===== config.mk =====
export PLATFORM = sky130hd
export DESIGN_NAME = serial_subtractor
export DESIGN_NICKNAME = d
export VERILOG_FILES = /design/src/rtl/serial_sub_pkg.sv /design/src/rtl/full_subtractor.sv /design/src/rtl/serial_subtractor.sv
export SDC_FILE = /design/constraint.sdc
export NUM_CORES = 1
export LEC_CHECK = 0
export CAP_MARGIN = 20
export CORE_ASPECT_RATIO = 0.9
export CORE_MARGIN = 2
export CORE_UTILIZATION = 53
export CTS_CLUSTER_DIAMETER = 30
export DETAILED_ROUTE_END_ITERATION = 10
export GPL_TIMING_DRIVEN = 1
export PLACE_DENSITY_LB_ADDON = 0.1
export SYNTH_ARGS = -nofsm -noshare
export SYNTH_HDL_FRONTEND = slang
export SYNTH_SLANG_ARGS = --single-unit

===== constraint.sdc =====
create_clock -name clk -period 3.75 [get_ports clk]
set_clock_uncertainty 0.2 [all_clocks]
set_input_delay 1.125 -clock clk [delete_from_list [all_inputs] [get_ports clk]]
set_output_delay 1.125 -clock clk [all_outputs]
set_load 0.02 [all_outputs]

===== src/rtl/serial_sub_pkg.sv =====
// Shared definitions for the bit-serial subtractor: FSM state encoding and counter sizing.
package serial_sub_pkg;

    typedef enum logic [1:0] {
        ST_IDLE  = 2'd0,
        ST_SHIFT = 2'd1,
        ST_DONE  = 2'd2
    } state_e;

    // Bits needed to count 0..width-1; never less than one.
    function automatic int unsigned cnt_width(input int unsigned width);
        int unsigned w;
        w = 1;
        while ((32'd1 << w) < width) begin
            w = w + 1;
        end
        return w;
    endfunction

endpackage


===== src/rtl/full_subtractor.sv =====
// Single-bit full subtractor cell: d = x - y - b_i, with borrow-out b_o.
module full_subtractor (
    input  logic x,
    input  logic y,
    input  logic b_i,
    output logic d,
    output logic b_o
);

    assign d   = x ^ y ^ b_i;
    assign b_o = (~x & y) | (~(x ^ y) & b_i);

endmodule


===== src/rtl/serial_subtractor.sv =====
// Bit-serial WIDTH-bit subtractor (a - b - b_in), LSB first, with start/busy/done handshake.
// Define SERIAL_SUB_OVF_EN to add the signed-overflow output ovf.
module serial_subtractor
    import serial_sub_pkg::*;
#(
    parameter int unsigned WIDTH = 4
) (
    input  logic             clk,
    input  logic             rst,
    input  logic             start,
    input  logic [WIDTH-1:0] a,
    input  logic [WIDTH-1:0] b,
    input  logic             b_in,
    output logic             busy,
    output logic             done,
    output logic [WIDTH-1:0] diff,
`ifdef SERIAL_SUB_OVF_EN
    output logic             b_out,
    output logic             ovf
`else
    output logic             b_out
`endif
);

    localparam int unsigned CW = cnt_width(WIDTH);

    state_e           state_q, state_d;
    logic [WIDTH-1:0] sa_q, sa_d;
    logic [WIDTH-1:0] sb_q, sb_d;
    logic [WIDTH-1:0] res_q, res_d;
    logic             br_q, br_d;
    logic [CW-1:0]    cnt_q, cnt_d;
    logic             busy_q, busy_d;
    logic             done_q, done_d;
    logic [WIDTH-1:0] diff_q, diff_d;
    logic             b_out_q, b_out_d;
`ifdef SERIAL_SUB_OVF_EN
    logic             ovf_q, ovf_d;
`endif

    logic cell_d;
    logic cell_bo;

    full_subtractor u_cell (
        .x   (sa_q[0]),
        .y   (sb_q[0]),
        .b_i (br_q),
        .d   (cell_d),
        .b_o (cell_bo)
    );

    always_ff @(posedge clk) begin
        if (rst) begin
            state_q <= ST_IDLE;
            sa_q    <= '0;
            sb_q    <= '0;
            res_q   <= '0;
            br_q    <= 1'b0;
            cnt_q   <= '0;
            busy_q  <= 1'b0;
            done_q  <= 1'b0;
            diff_q  <= '0;
            b_out_q <= 1'b0;
`ifdef SERIAL_SUB_OVF_EN
            ovf_q   <= 1'b0;
`endif
        end else begin
            state_q <= state_d;
            sa_q    <= sa_d;
            sb_q    <= sb_d;
            res_q   <= res_d;
            br_q    <= br_d;
            cnt_q   <= cnt_d;
            busy_q  <= busy_d;
            done_q  <= done_d;
            diff_q  <= diff_d;
            b_out_q <= b_out_d;
`ifdef SERIAL_SUB_OVF_EN
            ovf_q   <= ovf_d;
`endif
        end
    end

    always_comb begin
        state_d = state_q;
        sa_d    = sa_q;
        sb_d    = sb_q;
        res_d   = res_q;
        br_d    = br_q;
        cnt_d   = cnt_q;
        busy_d  = busy_q;
        done_d  = 1'b0;
        diff_d  = diff_q;
        b_out_d = b_out_q;
`ifdef SERIAL_SUB_OVF_EN
        ovf_d   = ovf_q;
`endif
        unique case (state_q)
            ST_IDLE, ST_DONE: begin
                if (start) begin
                    sa_d    = a;
                    sb_d    = b;
                    br_d    = b_in;
                    cnt_d   = '0;
                    busy_d  = 1'b1;
                    state_d = ST_SHIFT;
                end else begin
                    state_d = ST_IDLE;
                end
            end
            ST_SHIFT: begin
                res_d = {cell_d, res_q[WIDTH-1:1]};
                sa_d  = sa_q >> 1;
                sb_d  = sb_q >> 1;
                br_d  = cell_bo;
                cnt_d = cnt_q + CW'(1);
                // Last bit: publish the result; br_q is the borrow into the MSB stage.
                if (cnt_q == CW'(WIDTH - 1)) begin
                    state_d = ST_DONE;
                    busy_d  = 1'b0;
                    done_d  = 1'b1;
                    diff_d  = {cell_d, res_q[WIDTH-1:1]};
                    b_out_d = cell_bo;
`ifdef SERIAL_SUB_OVF_EN
                    ovf_d   = br_q ^ cell_bo;
`endif
                end
            end
            default: begin
                state_d = ST_IDLE;
            end
        endcase
    end

    assign busy  = busy_q;
    assign done  = done_q;
    assign diff  = diff_q;
    assign b_out = b_out_q;
`ifdef SERIAL_SUB_OVF_EN
    assign ovf   = ovf_q;
`endif

endmodule


==> summary.txt <==
Run status
  – Status: finished, final reports clean

Global routing
  – Met1 GRT Util: 21.0%
  – Vias in the first global route: 598
  – Total track usage: 16.3%
  – Largest net degree at the start of global routing: 24
  – First-pass GRT wire length: 2660 microns
  – GRT Max-Usage Layer: met2
  – Grt met3 use: 5.07%
  – Antenna violations before repair: 0
  – Grt total ovfl: 0
  – M2 GR Usage: 25.8%

Synthesis
  – Yosys reg bits: 23
  – Post-synthesis net count: 112
  – Adder-cell share of the synthesized area: 3.38%
  – Top FF cell, synth: dfxtp_1
  – Seq/Total Area, Yosys: 47.8%
  – Mapped Cells: 98
  – Simple-gate portion of the synthesized area: 18.4%
  – Syn_area_per_cell: 9.83 sq um
  – Mux cell area share after synthesis: 4.16%
  – Ys Warns: 0
  – Share of the synthesized area in the top cell type: 47.8%
  – Largest family of logic cells by synthesized area: simple AND/OR/NAND/NOR gates
  – Yosys top cell by area: dfxtp_1
  – Post-synthesis xor/xnor area fraction: 0%
  – Synth area leaders: dfxtp_1, a21oi_1, nand3_1
  – EDFF count, synth: 0
  – Synth Cell Area: 963 sq um
  – Unique masters post-synth: 22
  – Async SR Flop Fraction: 0%
  – Synth Area in Compound Gates: 14.9%

Power and ir drop
  – Final Power: 0.434 mW
  – Clock share of power: 26.5%
  – Cell Int Power: 0.322 mW
  – Sequential share of power: 60.4%
  – Switching Power: 0.112 mW
  – Gate power share: 13.1%
  – Sw Ratio: 25.8%
  – Lkg Pwr: 0.386 nW
  – PD cells: 395 mW/mm^2
  – Worst vdd ir: 298 uV

Hold path
  – Min-delay worst type: reg2reg

Finish
  – Fin util: 64.7%
  – Final non-filler cell total: 136
  – Final nets: 127
  – Share of layout cells above drive strength 1: 6.25%
  – Fill cells: 157
  – Synthesis-to-layout area growth: 14.2%
  – Inserted Diodes: 0

Die
  – # rows: 14
  – # IOs: 19
  – Core area: 0.00170 sq mm
  – Chip Width: 48.9 microns
  – Die ar.: 0.00218 sq mm
  – Initial cell density of the core: 56.7%
  – Die Y-Extent: 44.4 microns

Place
  – Post-DP HPWL: 1100 microns
  – Port Buffers: 18
  – Placed cell count: 132
  – Placer Congestion: 0.747

Worst setup path
  – CP Buf/Inv Count: 1
  – Worst R2R Path Depth: 4
  – Crit path largest cell delay: 0.61 ns
  – Top delay family on crit path: buffers and inverters
  – Crit-path cells: clkdlybuf4s50_1
  – CP Capture Type: primary output
  – R2R Path Start: cnt_q[0]$_SDFFE_PP0P_
  – CP Class: reg2out
  – Slowest stage cell, crit path: clkdlybuf4s50_1
  – Worst Path Required: 2.42 ns
  – Setup crit start: diff[0]$_SDFFE_PP0P_
  – FF-to-FF End: diff[0]$_SDFFE_PP0P_
  – Worst-path fanout max: 2
  – Crit path arrival time: 1.27 ns
  – R2r setup slk: 2.17 ns
  – CP Launch Type: register
  – Critical Path End: diff[0]
  – CP Depth: 1

Timing
  – Max frequency: 385 MHz
  – Final setup TNS: 0 ns
  – Relative slew margins: 44.8%
  – Finish-stage setup viols: 0
  – WHS: 0.269 ns
  – RSZ-0062 raised after global routing: false
  – Final Slew Violations: 0
  – Hold Vio Cnt, Final: 0
  – Final min period: 2.59 ns
  – Crit share post-route: 69.2%
  – Slew @ Worst Pin: 0.825 ns

Detailed routing
  – Via count: 719
  – Initial DRC Count: 13
  – Routed WL: 1670 microns
  – Average routed wire per standard cell: 12.3 microns
  – First-pass iteration count of the detailed router: 4
  – Residual DRC count: 0
  – Antenna viol nets, final: 0
  – Via/cell ratio: 5.29

Job
  – Max-Cap Viols: 0

CTS
  – Root buf cell: clkbuf_4
  – CTS tree: yes
  – # clock sinks: 23
  – CTS Buf Count: 3
  – Clock Path Buffers: 2
  – Post_cts resized: 0
  – Clock Pin Slew Worst Setup and Hold Paths: 0.13 ns
  – Htree depth: 1
  – Worst-skew pair later-pin latency: 0.31 ns
  – Post-CTS Hold Fix Bufs: 0
  – Post-CTS Setup Bufs: 0
## stage by stage
step | area, sq um | setup slack [ns]
floorplan | 963 | 1.84
global placement | 1070 | 0.976
detailed placement | 1070 | 0.925
CTS | 1100 | 1.14
global route | 1100 | 1.10
finish | 1100 | 1.16
## power groups by stage
stage / combinational [mW] / clock [mW] / sequential (mW)
floorplan: 0.0452 / 0 / 0.267
global placement: 0.0563 / 0 / 0.267
detailed placement: 0.0569 / 0 / 0.268
CTS: 0.0570 / 0.118 / 0.262
global route: 0.0629 / 0.130 / 0.263
finish: 0.0570 / 0.115 / 0.262
## layout by cell type (no fill, tap or decap), drive strengths merged
master         Yosys  layout
a211oi             1       1
a21oi             14      14
a22oi              6       6
a2bb2oi            1       1
and2b              1       1
and3b              1       1
clkbuf             4       3
clkdlybuf4s50      0      18
clkinv             0       1
dfxtp             23      23
fa                 1       1
ha                 1       1
inv                2       2
mux2i              4       4
nand2              9       9
nand2b             3       3
nand3             11      11
nor2               7       7
nor2b              3       3
nor3               1       1
o21a               1       1
## logic make-up (layout without fill, tap and decap cells)
group	count (synthesis)	in the layout
AO/OA/AOI/OAI	23	23
adder cells (fa/ha/maj)	2	2
buffers and inverters	10	24
flip-flops	23	23
multiplexers	4	4
AND/OR/NAND/NOR	36	36
## registers in the layout, summed over array words and instances, names as in the netlist
name	flops
sa_q	4
res_q	3
cnt_q	2
done	1
br_q	1
diff	4
b_out	1
sb_q	4
busy	1
state_q	2
## Yosys cell counts (2+ instances only)
master and number:
dfxtp_1 23, a21oi_1 14, nand3_1 11, nand2_1 9, nor2_1 7, a22oi_1 6, clkbuf_8 4, mux2i_1 4
buf_6 3, nor2b_1 3, inv_1 2, nand2b_1 2
## final cells by class
type / count / area (sq um) / area share [%]
Multi-Input combinational cell: 65 / 394 / 35.8
Clock inverter: 1 / 5.00 / 0.455
Sequential cell: 23 / 460 / 41.9
Clock buffer: 3 / 22.5 / 2.05
Timing Repair Buffer: 18 / 180 / 16.4
Inverter: 2 / 7.51 / 0.683
Tap cell: 24 / 30.0 / 2.73
## how the worst min path moves through the flow
stage,start,endpoint,depth (start not counted)
6_report,res_q[1]$_SDFFE_PP0P_,res_q[1]$_SDFFE_PP0P_,2
5_1_grt,res_q[1]$_SDFFE_PP0P_,res_q[1]$_SDFFE_PP0P_,2
4_1_cts,res_q[1]$_SDFFE_PP0P_,res_q[1]$_SDFFE_PP0P_,2
3_5_place_dp,res_q[1]$_SDFFE_PP0P_,res_q[1]$_SDFFE_PP0P_,2
3_3_place_gp,res_q[1]$_SDFFE_PP0P_,res_q[1]$_SDFFE_PP0P_,2
2_1_floorplan,res_q[1]$_SDFFE_PP0P_,res_q[1]$_SDFFE_PP0P_,2
## per-layer routing
| layer | vias to the layer above | wire [microns] |
|---|---|---|
| met5 | - | 0 |
| met4 | 0 | 14 |
| met3 | 2 | 94 |
| met2 | 24 | 783 |
| met1 | 333 | 775 |
| li1 | 360 | - |
Power figures use the tool's default switching activity.
